[src/rtl/cpu_pkg.sv]
// Shared CPU constants and the fetch sequencer state encoding.
package cpu_pkg;

  localparam int          ADDR_W      = 32;
  localparam int          INSTR_W     = 32;
  localparam int          QUEUE_DEPTH = 2;
  localparam logic [31:0] RESET_PC    = 32'd0;
  localparam logic [31:0] MEM_LAST    = 32'd65535;

  typedef enum logic [1:0] {
    ST_RUN    = 2'd0,
    ST_HALTED = 2'd1,
    ST_FAULT  = 2'd2
  } seq_state_e;

endpackage

[src/rtl/fetch_queue.sv]
// Prefetch FIFO of {pc, instr} entries. Count-based circular buffer with a
// registered head copy so the head fields hold their last value when empty.
// Flush beats push and pop in the same cycle.
module fetch_queue #(
  parameter int DEPTH = 2,
  parameter int WIDTH = 64,
  localparam int PTR_W = (DEPTH > 1) ? $clog2(DEPTH) : 1,
  localparam int CNT_W = PTR_W + 1
) (
  input  logic             clk,
  input  logic             rst,
  input  logic             flush_i,
  input  logic             push_i,
  input  logic [WIDTH-1:0] push_data_i,
  input  logic             pop_i,
  output logic             valid_o,
  output logic [WIDTH-1:0] head_o,
  output logic [CNT_W-1:0] count_o
);

  logic [WIDTH-1:0] mem_q [DEPTH];
  logic [PTR_W-1:0] wr_ptr_q, wr_ptr_d;
  logic [PTR_W-1:0] rd_ptr_q, rd_ptr_d;
  logic [CNT_W-1:0] count_q, count_d;
  logic             valid_q, valid_d;
  logic [WIDTH-1:0] head_q, head_d;
  logic             pop_s, push_s, wr_en_s;

  // Next-state pointers, count and head copy; flush empties without touching the head.
  always_comb begin
    wr_ptr_d = wr_ptr_q;
    rd_ptr_d = rd_ptr_q;
    count_d  = count_q;
    valid_d  = valid_q;
    head_d   = head_q;
    wr_en_s  = 1'b0;
    pop_s    = pop_i && (count_q != {CNT_W{1'b0}});
    push_s   = push_i && ((count_q < CNT_W'(DEPTH)) || pop_s);
    if (flush_i) begin
      wr_ptr_d = {PTR_W{1'b0}};
      rd_ptr_d = {PTR_W{1'b0}};
      count_d  = {CNT_W{1'b0}};
      valid_d  = 1'b0;
    end else begin
      wr_en_s = push_s;
      if (push_s) begin
        wr_ptr_d = wr_ptr_q + PTR_W'(1);
      end else begin
        wr_ptr_d = wr_ptr_q;
      end
      if (pop_s) begin
        rd_ptr_d = rd_ptr_q + PTR_W'(1);
      end else begin
        rd_ptr_d = rd_ptr_q;
      end
      count_d = count_q + CNT_W'(push_s) - CNT_W'(pop_s);
      valid_d = (count_d != {CNT_W{1'b0}});
      // The new head is the incoming word when nothing older survives this cycle.
      if (count_d == {CNT_W{1'b0}}) begin
        head_d = head_q;
      end else if ((count_q == {CNT_W{1'b0}}) || (pop_s && (count_q == CNT_W'(1)))) begin
        head_d = push_data_i;
      end else begin
        head_d = mem_q[rd_ptr_d];
      end
    end
  end

  // Queue storage and control registers.
  always_ff @(posedge clk or posedge rst) begin
    if (rst) begin
      for (int i = 0; i < DEPTH; i++) begin
        mem_q[i] <= {WIDTH{1'b0}};
      end
      wr_ptr_q <= {PTR_W{1'b0}};
      rd_ptr_q <= {PTR_W{1'b0}};
      count_q  <= {CNT_W{1'b0}};
      valid_q  <= 1'b0;
      head_q   <= {WIDTH{1'b0}};
    end else begin
      if (wr_en_s) begin
        mem_q[wr_ptr_q] <= push_data_i;
      end
      wr_ptr_q <= wr_ptr_d;
      rd_ptr_q <= rd_ptr_d;
      count_q  <= count_d;
      valid_q  <= valid_d;
      head_q   <= head_d;
    end
  end

  assign valid_o = valid_q;
  assign head_o  = head_q;
  assign count_o = count_q;

endmodule

[src/rtl/fetch_sequencer.sv]
// Program-counter sequencer: fetches one word per cycle from the
// combinational program memory into a prefetch queue and hands
// {pc, instr} to decode; handles redirect, halt and out-of-range faults.
module fetch_sequencer import cpu_pkg::*; #(
  parameter int                ADDR_W      = cpu_pkg::ADDR_W,
  parameter int                INSTR_W     = cpu_pkg::INSTR_W,
  parameter int                QUEUE_DEPTH = cpu_pkg::QUEUE_DEPTH,
  parameter logic [ADDR_W-1:0] RESET_PC    = ADDR_W'(cpu_pkg::RESET_PC),
  parameter logic [ADDR_W-1:0] MEM_LAST    = ADDR_W'(cpu_pkg::MEM_LAST)
) (
  input  logic               clk,
  input  logic               rst,
  output logic [ADDR_W-1:0]  imem_adr,
  input  logic [INSTR_W-1:0] imem_instruction,
  output logic               out_valid,
  input  logic               out_ready,
  output logic [INSTR_W-1:0] out_instr,
  output logic [ADDR_W-1:0]  out_pc,
  input  logic               redirect_valid,
  input  logic [ADDR_W-1:0]  redirect_pc,
  input  logic               halt_req,
  output logic               halted,
  output logic               fault
);

  localparam int ENTRY_W = ADDR_W + INSTR_W;
  localparam int CNT_W   = ((QUEUE_DEPTH > 1) ? $clog2(QUEUE_DEPTH) : 1) + 1;

  seq_state_e         state_q, state_d;
  logic [ADDR_W-1:0]  pc_q, pc_d;
  logic               halted_q, fault_q;
  logic               push_s, flush_s, pop_s, free_s;
  logic [CNT_W-1:0]   count_s;
  logic [ENTRY_W-1:0] head_s;

  assign pop_s  = out_valid && out_ready;
  assign free_s = (count_s < CNT_W'(QUEUE_DEPTH)) || pop_s;

  // Next state, next pc and push/flush decisions in redirect > fault > halt > range > fetch order.
  always_comb begin
    state_d = state_q;
    pc_d    = pc_q;
    push_s  = 1'b0;
    flush_s = 1'b0;
    if (redirect_valid) begin
      flush_s = 1'b1;
      pc_d    = redirect_pc;
      if (redirect_pc > MEM_LAST) begin
        state_d = ST_FAULT;
      end else if (halt_req) begin
        state_d = ST_HALTED;
      end else begin
        state_d = ST_RUN;
      end
    end else begin
      case (state_q)
        ST_FAULT: begin
          state_d = ST_FAULT;
        end
        ST_RUN, ST_HALTED: begin
          if (halt_req) begin
            state_d = ST_HALTED;
          end else if (pc_q > MEM_LAST) begin
            state_d = ST_FAULT;
          end else begin
            state_d = ST_RUN;
            if (free_s) begin
              push_s = 1'b1;
              pc_d   = pc_q + ADDR_W'(1);
            end else begin
              push_s = 1'b0;
            end
          end
        end
        default: begin
          state_d = ST_FAULT;
        end
      endcase
    end
  end

  // Sequencer registers; halted/fault are decoded from the next state so they track the state register.
  always_ff @(posedge clk or posedge rst) begin
    if (rst) begin
      state_q  <= ST_RUN;
      pc_q     <= RESET_PC;
      halted_q <= 1'b0;
      fault_q  <= 1'b0;
    end else begin
      state_q  <= state_d;
      pc_q     <= pc_d;
      halted_q <= (state_d == ST_HALTED);
      fault_q  <= (state_d == ST_FAULT);
    end
  end

  fetch_queue #(
    .DEPTH (QUEUE_DEPTH),
    .WIDTH (ENTRY_W)
  ) u_queue (
    .clk         (clk),
    .rst         (rst),
    .flush_i     (flush_s),
    .push_i      (push_s),
    .push_data_i ({pc_q, imem_instruction}),
    .pop_i       (pop_s),
    .valid_o     (out_valid),
    .head_o      (head_s),
    .count_o     (count_s)
  );

  assign imem_adr  = pc_q;
  assign out_pc    = head_s[ENTRY_W-1:INSTR_W];
  assign out_instr = head_s[INSTR_W-1:0];
  assign halted    = halted_q;
  assign fault     = fault_q;

endmodule

[config.mk]
export PLATFORM = sky130hd
export DESIGN_NAME = fetch_sequencer
export DESIGN_NICKNAME = d
export VERILOG_FILES = /design/src/rtl/cpu_pkg.sv /design/src/rtl/fetch_queue.sv /design/src/rtl/fetch_sequencer.sv
export SDC_FILE = /design/constraint.sdc
export NUM_CORES = 1
export LEC_CHECK = 0
export BUFFER_PORTS_ARGS = -buffer_cell sky130_fd_sc_hd__buf_2
export CAP_MARGIN = 40
export CORE_UTILIZATION = 35
export CTS_BUF_LIST = sky130_fd_sc_hd__clkbuf_8
export CTS_CLUSTER_SIZE = 10
export DETAILED_ROUTE_END_ITERATION = 8
export GPL_TIMING_DRIVEN = 1
export HOLD_SLACK_MARGIN = 0.12
export SLEW_MARGIN = 40
export SYNTH_ARGS = -nofsm -noshare
export SYNTH_HDL_FRONTEND = slang
export SYNTH_SLANG_ARGS = --single-unit
[constraint.sdc]
create_clock -name clk -period 7.42 [get_ports clk]
set_clock_uncertainty 0.05 [all_clocks]
set_input_delay 1.484 -clock clk [delete_from_list [all_inputs] [get_ports clk]]
set_output_delay 1.484 -clock clk [all_outputs]
set_load 0.02 [all_outputs]
# [After elaboration in Yosys (flattened, before gate mapping)]
# Cells that the tools add are included.
# Widths: inputs -> output; s select.
[op_classes] magnitude_cmp=6 bitwise=4 add_sub_neg=5 n_eq_ne=6 reduce_logical=19 mux=32
[op_table] cell="$mux 64" count=5
[op_table] cell="$mux 32" count=5
[op_table] cell="$bwmux 128" count=1
[op_table] cell="$demux 64 s1" count=1
[op_table] cell="$gt 32x16->1 const B" count=2
[op_table] cell="$add 32x1->32 const B" count=1
[op_table] cell="$mux 1" count=14
[op_table] cell="$mux 2" count=6
[op_table] cell="$reduce_bool 2->1" count=5
[op_table] cell="$eq 2x1->1 const B" count=3
[op_table] cell="$logic_not 2->1" count=3
[op_table] cell="$logic_and 1x1->1" count=5
[op_table] cell="$ge 2x2->1 const B" count=2
[op_table] cell="$ne 2x2->1 const B" count=2
[op_table] cell="$not 1->2" count=2
[op_table] cell="$reduce_and 4->1" count=1
[op_table] cell="$logic_or 1x1->1" count=3
[op_table] cell="$add 1x1->1 const B" count=2
[op_table] cell="$add 2x1->2" count=1
[op_table] cell="$eq 2x2->1 const B" count=1
[op_table] cell="$lt 2x1->1 const B" count=1
[op_table] cell="$lt 2x2->1 const B" count=1
[op_table] cell="$not 1->1" count=2
[op_table] cell="$reduce_and 2->1" count=1
[op_table] cell="other kinds (2)" count=2
[word_totals] ff_bits=233 out_inout_bits=99 elab_cells=83 input_bits=69

# [Longest topological paths before layout]
# Gate-level depths: netlist of the first run.
[logic_depth] ltp_word=13 ltp_mapped=12 ltp_nobuf=9

# [Hierarchy]
# A second synthesis of the first run with hierarchy kept.
[hier_totals] hier_cells=928 hier_area_um2=11369.7
[modules_own_cells] mod="fetch_queue" cells_each=737 area_each_um2=9487.8 instances=1 seq_area_each_um2=4929.7
[modules_own_cells] mod="fetch_sequencer" cells_each=191 area_each_um2=1881.8 instances=1 seq_area_each_um2=875.8

# [Worst setup path after synthesis of the first run]
# Ideal clock, no wire load.
[synth_path] path_type="input to register" startpoint="input redirect_valid" endpoint="register u_queue.head_q[44], in the netlist u_queue.head_o[44]" cell_stages=11 setup_time_ns=0.104 path_buffers=5 slack_ns=3.335 t_arrival_ns=3.931 required_time_ns=7.266 path_cell_list="clkbuf_1 clkbuf_1 clkbuf_1 nor2_1 ha_1 xor3_1 o21ai_1 clkbuf_1 buf_1 nor3_1 a221oi_1"
[synth_via] elab_chain_len=7 word_cells_on_any_way=9 cone_classes="add/sub (2); mux (2); bitwise (2); reduce/logical (3)"
[synth_lines] item="start, declared" line="fetch_sequencer.sv:19" text="input logic redirect_valid,"
[synth_lines] item="$mux 1" line="fetch_sequencer.sv:45" text="if (redirect_valid) begin"
[synth_lines] item="$logic_and 1x1->1" line="fetch_queue.sv:38" text="push_s = push_i && ((count_q < CNT_W'(DEPTH)) || pop_s);"
[synth_lines] item="$add 2x1->2" line="fetch_queue.sv:56" text="count_d = count_q + CNT_W'(push_s) - CNT_W'(pop_s);"
[synth_lines] item="$sub 2x1->2" line="fetch_queue.sv:56"
[synth_lines] item="$logic_not 2->1" line="fetch_queue.sv:59" text="if (count_d == {CNT_W{1'b0}}) begin"
[synth_lines] item="$not 1->1 (no source line)"
[synth_lines] item="$reduce_and 2->1 (no source line) (*)"
[synth_lines] item="end signal, assigned" line="fetch_queue.sv:79" text="head_q <= {WIDTH{1'b0}};"
[synth_lines] item="end, declared" line="fetch_queue.sv:26" text="logic [WIDTH-1:0] head_q, head_d;"
# Mark *: on every way between the ends. The rest lies on a longest branch, timed or not.
# A chain may end at the register's enable or synchronous reset.

# [Worst setup path in the final report of the first run]
[layout_path] startpoint="register pc_q[27], in the netlist imem_adr[27]" endpoint="register u_queue.head_q[6], in the netlist u_queue.head_o[6]"
[layout_via] elab_chain_len=11
[layout_lines] item="start, declared" line="fetch_sequencer.sv:30" text="logic [ADDR_W-1:0] pc_q, pc_d;"
[layout_lines] item="start signal, assigned" line="fetch_sequencer.sv:91" text="pc_q <= pc_d;"
[layout_lines] item="$gt 32x16->1" line="fetch_sequencer.sv:63" text="end else if (pc_q > MEM_LAST) begin"
[layout_lines] item="$mux 1" line="fetch_sequencer.sv:63"
[layout_lines] item="$mux 1" line="fetch_sequencer.sv:61" text="if (halt_req) begin"
[layout_lines] item="$mux 1" line="fetch_sequencer.sv:56" text="case (state_q)"
[layout_lines] item="$mux 1" line="fetch_sequencer.sv:45"
[layout_lines] item="$logic_and 1x1->1" line="fetch_queue.sv:38"
[layout_lines] item="$add 2x1->2" line="fetch_queue.sv:56"
[layout_lines] item="$sub 2x1->2" line="fetch_queue.sv:56"
[layout_lines] item="$logic_not 2->1" line="fetch_queue.sv:59"
[layout_lines] item="$not 1->1 (no source line)"
[layout_lines] item="$reduce_and 2->1 (no source line)"
# Every way passes these cells.

==> results.py, run 1 <==
metrics = {
    "status": {
        "status": "finished clean",
    },
    "sta": {
        "rsz0062_at_grt": "false",
        "tightestPinTransition_ns": 0.842,
        "period_share_pct": 54.3,
        "period_needed_ns": 4.03,
        "hold_viol": 0,
        "fmax_mhz": 248,
        "fin_tns_setup_ns": 0,
        "whs_ns": 0.432,
        "setup_violations": 0,
        "finalMaxSlewViolations": 0,
        "max_slew_margin_pct": 43.9,
        "finalWorstSetupSlack_ns": 3.39,
    },
    "global_routing": {
        "grt_max_degree": 123,
        "use_met2_pct": 26.5,
        "met3_usage_pct": 3.52,
        "grt_util_all_layers_pct": 16.8,
        "grt_pass1_wl_um": 39000,
        "grt_pass1_vias": 7185,
        "grt_busiest_layer": "met2",
        "grt.overflow.total": 0,
        "grt_antenna_before_repair": 0,
        "gr-usage-met1_pct": 23.0,
    },
    "cts": {
        "cts_resized": 0,
        "numCtsBuffers": 42,
        "cts_max_path_buffers": 3,
        "cts_hold_buf": 0,
        "cts_tree": "yes",
        "clkLatencyLatePin_ns": 0.52,
        "ctsRootBufferMaster": "clkbuf_8",
        "cts.sinks": 232,
        "post_cts_buffers": 0,
        "cts_max_level": 2,
        "clk_pin_slew_worst_paths_ns": 0.06,
    },
    "routing": {
        "wirelength_um": 24500,
        "ant_nets": 0,
        "via_per_inst": 5.12,
        "remaining_drc_errors": 0,
        "drt_iter0_drc": 286,
        "first_pass_iters": 4,
        "num_vias": 7174,
        "wl_per_cell_um": 17.5,
    },
    "synth": {
        "synth_most_common_cell": "dfrtp_1",
        "synth_seq_cells": 232,
        "yosysUniqueCellTypes": 45,
        "seq_area_frac_synth_pct": 57.2,
        "synth_nets": 901,
        "synthTopCellsByCount": "dfrtp_1, inv_1, mux2_2",
        "synth-edff-count": 0,
        "netlist_top_cells_area": "dfrtp_1, mux2_2, mux2i_1",
        "ys_async_sr_fraction_pct": 100,
        "synth_area_per_cell_sq_um": 12.2,
        "ys.flop_type": "dfrtp_1",
        "synth.top_cell.area_share_pct": 57.2,
        "syn_inst": 829,
        "synth_area_sq_um": 10200,
        "synth_top_cell_by_area": "dfrtp_1",
        "yosysWarningCount": 0,
    },
    "power": {
        "vdd.ir_drop.worst_uv": 125,
        "power_density_nw_per_um2": 257,
        "leakage_nw": 6.44,
    },
    "floorplanning": {
        "rows": 61,
        "core_sq_um": 28200,
        "top_level_ports": 168,
        "die_w_um": 172,
        "dieHeight_um": 172,
        "die_area_sq_um": 29700,
        "start_util_pct": 36.0,
    },
    "worst_hold_path": {
        "hp-start": "u_queue.mem_q[50]",
        "whs_endpoint": "u_queue.mem_q[50]",
        "hp-class": "flip-flop to flip-flop",
        "min_path_cells": 1,
    },
    "flow_run": {
        "drv_cap": 0,
    },
    "layout": {
        "syn2layout_area_growth_pct": 21.4,
        "fin_util_pct": 43.8,
        "fin_nets": 1064,
        "drive_above_1_share_pct": 31.3,
        "n_fill_cell": 2677,
        "antenna_cells": 0,
    },
    "critical_path": {
        "timing.rr.end": "u_queue.head_o[6]",
        "reg2reg_depth": 10,
        "worstSetupEndpointType": "flip-flop",
        "arrival_ns": 4.39,
        "worstPathRequired_ns": 7.78,
        "cp-start-kind": "flip-flop",
        "r2r-start": "imem_adr[27]",
        "crit_fanout": 109,
        "r2r_slack_ns": 3.39,
        "criticalPathCategory": "flip-flop to flip-flop",
    },
    "placement": {
        "port_buffers": 167,
        "post-dp-hpwl_um": 15100,
        "dp_slack_ns": 2.85,
        "finalWeightedCongestion": 0.736,
    },
}
[stage by stage]
stage | area, sq um | instances | power [mW]
after CTS | 12300 | 1402 | 3.22
after global routing | 12300 | 1402 | 3.33
after detailed placement | 11400 | 1326 | 1.93
after global placement | 11400 | 1323 | 1.92
after floorplan | 10200 | 829 | 1.74
final | 12300 | 1402 | 3.17
[cell families (layout without fill, tap and decap cells)]
| logic type | after synthesis | in the layout | synth area share (%) |
|---|---|---|---|
| and+or+nand+nor | 175 | 175 | 9.80 |
| buffers and inverters | 136 | 331 | 5.26 |
| muxes | 175 | 175 | 18.6 |
| DFF | 232 | 232 | 57.2 |
| xor gates and xnor gates | 2 | 2 | 0.320 |
| adders and majority gates | 3 | 3 | 0.370 |
| AOI/OAI and AO/OA | 106 | 106 | 8.43 |
[worst max path at each step]
stage                    from            endpoint  slack (ns)  cells after the start
2_1_floorplan             rst               fault        2.85                      1
3_3_place_gp   redirect_valid   u_queue.head_o[4]        2.66                      8
3_5_place_dp         halt_req   u_queue.head_o[6]        2.85                     11
4_1_cts          imem_adr[27]   u_queue.head_o[6]        3.39                     10
5_1_grt              halt_req  u_queue.head_o[18]        3.10                     11
6_report         imem_adr[27]   u_queue.head_o[6]        3.39                     10
[cells in the final DEF (no fill, tap or decap), types with 2 or more instances in the layout]
cell type,netlist,final
and2_1,19,19
dfrtp_1,232,232
o31ai_1,12,12
ha_1,3,3
buf_12,0,2
buf_2,7,167
nor2b_1,21,20
nand3_1,8,8
nand2_1,7,7
or4_1,11,11
nor4_1,9,9
o21ai_0,4,4
o311ai_0,2,2
a22oi_1,2,2
nand4_1,6,6
and4_1,4,4
a31oi_1,11,11
mux2_2,67,67
bufinv_16,0,2
a21oi_1,2,2
clkinv_2,0,3
nor3_1,65,65
mux2i_1,64,64
inv_1,73,86
clkbuf_8,0,58
nor2_1,16,16
or3_1,3,3
a221oi_1,64,64
buf_8,0,2
mux2_1,44,44
buf_4,4,9
[routing by layer]
layer	vias to the layer above	wire, um
met1	3601	11500
met4	0	408
met5	-	0
li1	3351	-
met3	42	1280
met2	180	11300
[flip-flops by register name, summed over array words and instances, names as in the netlist]
signal / flops
u_queue.mem_q: 128
u_queue.head_o: 64
imem_adr: 32
u_queue.count_o: 2
fault: 1
halted: 1
state_q: 1
u_queue.rd_ptr_q: 1
u_queue.valid_o: 1
u_queue.wr_ptr_q: 1
[where the power goes]
part | internal, mW | total (mW) | leakage [nW] | switching [mW]
registers | 1.37 | 1.46 | 2.95 | 0.0858
logic | 0.170 | 0.441 | 2.96 | 0.271
clock network | 0.751 | 1.27 | 0.524 | 0.522
[critical path: stages, from the launching register on]
cell and delay (ns):
dfrtp_1 0.42, nor4_1 0.58, and4_1 0.49, nand2_1 0.16
nor2_1 0.13, ha_1 0.18, xor3_1 0.27, o21ai_4 0.51
clkbuf_8 0.69, nor3_1 0.11, a221oi_1 0.24
[final cells by class]
| cell class | count | area, sq um | share of cell area [%] |
|---|---|---|---|
| Sequential cell | 232 | 5810 | 47.1 |
| Multi-Input combinational cell | 461 | 3860 | 31.3 |
| Timing Repair Buffer | 182 | 998 | 8.10 |
| Clock buffer | 57 | 785 | 6.36 |
| Tap cell | 378 | 473 | 3.84 |
| Inverter | 73 | 278 | 2.25 |
| Clock inverter | 19 | 128 | 1.04 |
No activity file was read; power rests on OpenSTA's default activity.
==> run 2: changes to the inputs <==
- clock period: 7.42 -> 4.2 ns (I/O delays scaled with it)
==> run 2 against run 1 <==
  * Final cell count increased by 0.36%
  * Via count decreased by 0.26%
  * Combinational power increased by 79%
  * Critical path type unchanged
  * Cell area increased by 0.74%
  * Count of clock-buffer cells in the layout decreased by 3
  * Sequential power increased by 76%
  * First-iteration DRC count increased by 25%
  * Clock power increased by 78%
  * Global-route usage increased by 0.25 points
  * Non-clock buffer count increased by 5
==> results.py, run 2 (synthesis results as in run 1) <==
metrics = {
    "status": {
        "status": "finished clean",
    },
    "sta": {
        "period_needed_ns": 3.26,
        "tightestPinTransition_ns": 0.644,
        "max_slew_margin_pct": 56.7,
        "whs_ns": 0.300,
        "finalMaxSlewViolations": 0,
        "fmax_mhz": 307,
        "rsz0062_at_grt": "false",
        "setup_violations": 0,
        "fin_tns_setup_ns": 0,
        "hold_viol": 0,
        "finalWorstSetupSlack_ns": 0.940,
        "period_share_pct": 77.6,
    },
    "critical_path": {
        "worstSetupEndpointType": "flip-flop",
        "crit_fanout": 129,
        "criticalPathCategory": "flip-flop to flip-flop",
        "r2r-start": "imem_adr[27]",
        "r2r_slack_ns": 0.94,
        "critPathLaunch": "imem_adr[27]",
        "worstPathRequired_ns": 4.56,
        "arrival_ns": 3.62,
        "cp-start-kind": "flip-flop",
    },
    "layout": {
        "largest_reg_flops": 128,
        "syn2layout_area_growth_pct": 22.3,
        "fin_cells": 1407,
        "max_flop_register": "u_queue.mem_q",
        "drive_above_1_share_pct": 31.5,
        "fin_nets": 1068,
        "final_common_cell": "dfrtp_1",
        "antenna_cells": 0,
        "mostFrequentLayoutCells": "dfrtp_1, buf_2, inv_1",
    },
    "power": {
        "leakage_nw": 6.48,
        "vdd.ir_drop.worst_uv": 186,
        "power_density_nw_per_um2": 452,
    },
    "global_routing": {
        "grt_antenna_before_repair": 0,
        "grt_util_all_layers_pct": 17.0,
        "grt_pass1_wl_um": 39300,
        "grt_max_degree": 130,
        "grt_pass1_vias": 7257,
        "grt.overflow.total": 0,
    },
    "routing": {
        "ant_nets": 0,
        "first_pass_iters": 4,
        "wirelength_um": 24600,
        "num_vias": 7155,
        "remaining_drc_errors": 0,
        "wl_per_cell_um": 17.5,
        "drt_iter0_drc": 358,
        "via_per_inst": 5.09,
    },
    "floorplanning": {
        "rows": 61,
        "die_w_um": 172,
        "core_sq_um": 28200,
        "dieHeight_um": 172,
        "start_util_pct": 36.0,
        "top_level_ports": 168,
        "die_area_sq_um": 29700,
    },
    "placement": {
        "post-dp-hpwl_um": 15300,
        "port_buffers": 167,
        "finalWeightedCongestion": 0.763,
        "dp_slack_ns": 0.857,
        "dp.cells": 1331,
    },
    "cts": {
        "cts_max_path_buffers": 3,
        "cts_tree": "yes",
        "clkLatencyLatePin_ns": 0.53,
        "cts_resized": 0,
        "numCtsBuffers": 41,
        "ctsRootBufferMaster": "clkbuf_8",
        "cts.sinks": 232,
        "cts_max_level": 2,
        "cts_hold_buf": 0,
        "clk_pin_slew_worst_paths_ns": 0.06,
        "post_cts_buffers": 0,
    },
    "flow_run": {
        "drv_cap": 0,
    },
    "worst_hold_path": {
        "hp-class": "input port to asynchronous set/reset pin",
    },
}
==> run 2: cell types whose count changed in the layout (fill, tap and decap cells not counted), sizes merged <==
cell / delta
buf: +6
bufinv: +1
clkbuf: -4
clkinv: -1
clkinvlp: +1
inv: +2
==> run 2: final timing paths <==
check / endpoint / depth (start not counted)
worst min-delay path: u_queue.head_o[39] / 2
worst min register to register: u_queue.mem_q[58] / 1
worst max register to register: u_queue.head_o[5] / 10
min in group clk: u_queue.mem_q[58] / 1
worst max-delay path: u_queue.head_o[5] / 10
max in group asynchronous: imem_adr[31] / 3
==> run 2: worst max-delay path: stages, from the launching register on <==
cell	delay [ns]
dfrtp_1	0.40
nor4_1	0.60
and4_1	0.34
nand2_1	0.11
nor2_1	0.12
ha_1	0.16
xor3_1	0.26
o21ai_4	0.20
buf_12	0.45
nor3_1	0.11
a221oi_1	0.23
==> run 2: per-stage QoR <==
stage | utilization [%] | cell area (sq um) | power (mW)
2_1_floorplan | - | 10200 | 3.07
3_3_place_gp | 40.6 | 11400 | 3.39
3_5_place_dp | 40.8 | 11500 | 3.41
4_1_cts | 44.1 | 12400 | 5.72
5_1_grt | 44.1 | 12400 | 5.92
6_report | 44.1 | 12400 | 5.61
==> run 2: where the power goes <==
part | switching, mW | total (mW) | internal, mW
sequential | 0.143 | 2.57 | 2.43
combinational | 0.483 | 0.788 | 0.305
clock | 0.924 | 2.26 | 1.33
total | 1.55 | 5.61 | 4.06
==> run 2: layer usage <==
metal	GRT usage (%)	vias to the layer above	share of wire [%]	routed length [um]
li1	-	3361	-	-
met1	23.7	3564	48	11700
met2	26.4	195	46	11200
met3	3.50	35	4.9	1200
met4	5.50	0	2.0	500
met5	0	-	0	0
==> run 2: layout make-up <==
| class | count | area [sq um] |
|---|---|---|
| inverter | 73 | 278 |
| fill | 2685 | 15700 |
| clock buffer | 54 | 743 |
| timing repair buffer | 187 | 1090 |
| multi-input combinational | 461 | 3860 |
| sequential | 232 | 5810 |
| tap | 378 | 473 |
| clock inverter | 22 | 168 |
==> run 3: changes to the inputs <==
- ABC_AREA: not set -> 1
- clock period: 4.2 -> 2.8 ns (I/O delays scaled with it)
==> run 3 against run 2 <==
  * Count of clock-buffer cells in the layout shrank 3
  * Critical endpoint is now u_queue.head_o[18]
  * Final cell count grew 50%
  * Clock power grew 37%
  * Sequential share of layout area shrank 4.4 points
==> results.py, run 3 <==
metrics = {
    "status": {
        "status": "finished clean",
    },
    "layout": {
        "drive_above_1_share_pct": 16.4,
        "syn2layout_area_growth_pct": 18.8,
        "n_fill_cell": 3330,
        "ff_latch_area_sq_um": 5810,
        "largest_reg_flops": 128,
        "final_common_cell": "nand2_1",
        "max_flop_register": "u_queue.mem_q",
        "multiInputGateArea_sq_um": 4480,
        "fin_nets": 1712,
        "finish.instance_area_sq_um": 13700,
        "mostFrequentLayoutCells": "nand2_1, inv_1, dfrtp_1",
        "fin_util_pct": 42.3,
        "fin_cells": 2111,
    },
    "routing": {
        "via_per_inst": 4.98,
        "wl_per_cell_um": 16.4,
        "num_vias": 10500,
        "drt_iter0_drc": 723,
        "ant_nets": 0,
        "wirelength_um": 34600,
        "first_pass_iters": 5,
        "remaining_drc_errors": 0,
    },
    "global_routing": {
        "grt_pass1_wl_um": 56000,
        "use_met2_pct": 35.3,
        "met3_usage_pct": 3.43,
        "grt_max_degree": 123,
        "grt.overflow.total": 0,
        "grt_busiest_layer": "met2",
        "grt_antenna_before_repair": 0,
        "grt_util_all_layers_pct": 20.9,
        "grt_pass1_vias": 10600,
        "gr-usage-met1_pct": 27.2,
    },
    "cts": {
        "cts_resized": 0,
        "clk_pin_slew_worst_paths_ns": 0.06,
        "ctsRootBufferMaster": "clkbuf_8",
        "cts.sinks": 232,
        "numCtsBuffers": 43,
        "clkLatencyLatePin_ns": 0.55,
        "cts_hold_buf": 1,
        "post_cts_buffers": 0,
        "cts_tree": "yes",
        "cts_max_level": 2,
        "cts_max_path_buffers": 3,
    },
    "synth": {
        "synth_area_sq_um": 11500,
        "ys_async_sr_fraction_pct": 100,
        "synth_seq_cells": 232,
        "synthTopCellsByCount": "nand2_1, dfrtp_1, nand3_1",
        "netlist_top_cells_area": "dfrtp_1, nand3_1, nand2_1",
        "synth.top_cell.area_share_pct": 50.3,
        "yosysUniqueCellTypes": 28,
        "ys.flop_type": "dfrtp_1",
        "seq_area_frac_synth_pct": 50.3,
        "syn_inst": 1497,
        "synth_most_common_cell": "nand2_1",
        "synth_top_cell_by_area": "dfrtp_1",
        "synth_area_per_cell_sq_um": 7.71,
        "yosysWarningCount": 0,
        "synth_nets": 1569,
        "synth-edff-count": 0,
    },
    "critical_path": {
        "cp-start-kind": "flip-flop",
        "max_stage_delay_ns": 0.40,
        "arrival_ns": 2.87,
        "timing.rr.end": "u_queue.head_o[18]",
        "criticalPathCategory": "flip-flop to flip-flop",
        "crit_chain": "nor2_1, nand2_1, nor2_4, nand3_4, nor2_2, ha_1, nand3b_1, nand3_2, nand2_2, buf_12, nor2_1, a21oi_1",
        "reg2reg_depth": 12,
        "path_common_cell": "nor2_1",
        "r2r_slack_ns": 0.33,
        "crit_fanout": 45,
        "worstSetupEndpointType": "flip-flop",
        "critPathSlowestCell": "dfrtp_1",
        "r2r-start": "imem_adr[28]",
        "worstPathRequired_ns": 3.20,
    },
    "sta": {
        "fmax_mhz": 405,
        "period_share_pct": 88.2,
        "max_slew_margin_pct": 50.3,
        "tightestPinTransition_ns": 0.746,
        "hold_viol": 0,
        "finalWorstSetupSlack_ns": 0.329,
        "rsz0062_at_grt": "false",
        "setup_violations": 0,
        "fin_tns_setup_ns": 0,
        "finalMaxSlewViolations": 0,
        "period_needed_ns": 2.47,
    },
    "worst_hold_path": {
        "min_path_cells": 3,
        "hp-class": "input port to flip-flop",
        "whs_endpoint": "imem_adr[13]",
        "hp-start": "redirect_pc[13]",
    },
    "floorplanning": {
        "start_util_pct": 35.6,
        "top_level_ports": 168,
        "core_sq_um": 32500,
        "die_area_sq_um": 33700,
        "die_w_um": 184,
        "dieHeight_um": 184,
        "rows": 66,
    },
    "flow_run": {
        "drv_cap": 0,
    },
    "placement": {
        "dp.cells": 2036,
        "post-dp-hpwl_um": 20800,
        "dpl_cell_area_sq_um": 12900,
        "dp_slack_ns": 0.159,
        "finalWeightedCongestion": 0.766,
        "port_buffers": 167,
    },
    "power": {
        "leakage_nw": 6.89,
        "power_density_nw_per_um2": 635,
        "vdd.ir_drop.worst_uv": 343,
    },
}
==> run 3: report_power, final <==
part           internal, mW  total, mW  switching, mW  leakage, nW
Sequential             3.77       4.07          0.308         2.62
Clock                  1.64       3.10           1.45        0.468
Combinational         0.558       1.54          0.985         3.80
==> run 3: worst max path at each step <==
stage	to	slack [ns]	startpoint
after floorplan	fault	-0.85	rst
after global placement	u_queue.head_o[7]	0.21	out_ready
after detailed placement	u_queue.head_o[18]	0.16	out_ready
after global routing	u_queue.head_o[0]	0.09	imem_adr[28]
after CTS	u_queue.head_o[18]	0.32	imem_adr[28]
final	u_queue.head_o[18]	0.33	imem_adr[28]
==> run 3: metrics by stage <==
step | hold WS [ns] | total power [mW]
6_report | 0.178 | 8.72
5_1_grt | 0.156 | 9.19
4_1_cts | 0.152 | 8.83
3_5_place_dp | 0.399 | 5.69
3_3_place_gp | 0.394 | 5.66
2_1_floorplan | 0.383 | 5.06
==> run 3: per-layer routing <==
layer  wire length, um  vias to the layer above
met5                 0                        -
met4               738                        0
met3              1790                       58
met2             16800                      281
met1             15300                     5113
li1                  -                     5063
==> run 3: area by class of cell <==
cell class                 count  share of cell area [%]
antenna                        1                  0.0182
clock buffer                  51                    5.12
clock inverter                22                   0.721
inverter                     222                    6.10
multi-input combinational    942                    32.6
sequential                   232                    42.3
tap                          442                    4.03
timing repair buffer         199                    9.05
==> run 3: kinds of logic after synthesis <==
family / count (synthesis) / synth area share (%)
AOI/OAI and AO/OA: 228 / 10.0
xor gates and xnor gates: 4 / 0.304
adders and majority gates: 3 / 0.325
buffers and inverters: 323 / 11.3
DFF: 232 / 50.3
and+or+nand+nor: 707 / 27.7
==> run 3: critical path: cells and delay by family, from the launching register on <==
family / cells / cell delay [ns]
flops: 1 / 0.40
fa+ha+maj: 1 / 0.17
compound gates: 1 / 0.14
buf+inv: 1 / 0.26
simple gates: 9 / 1.31
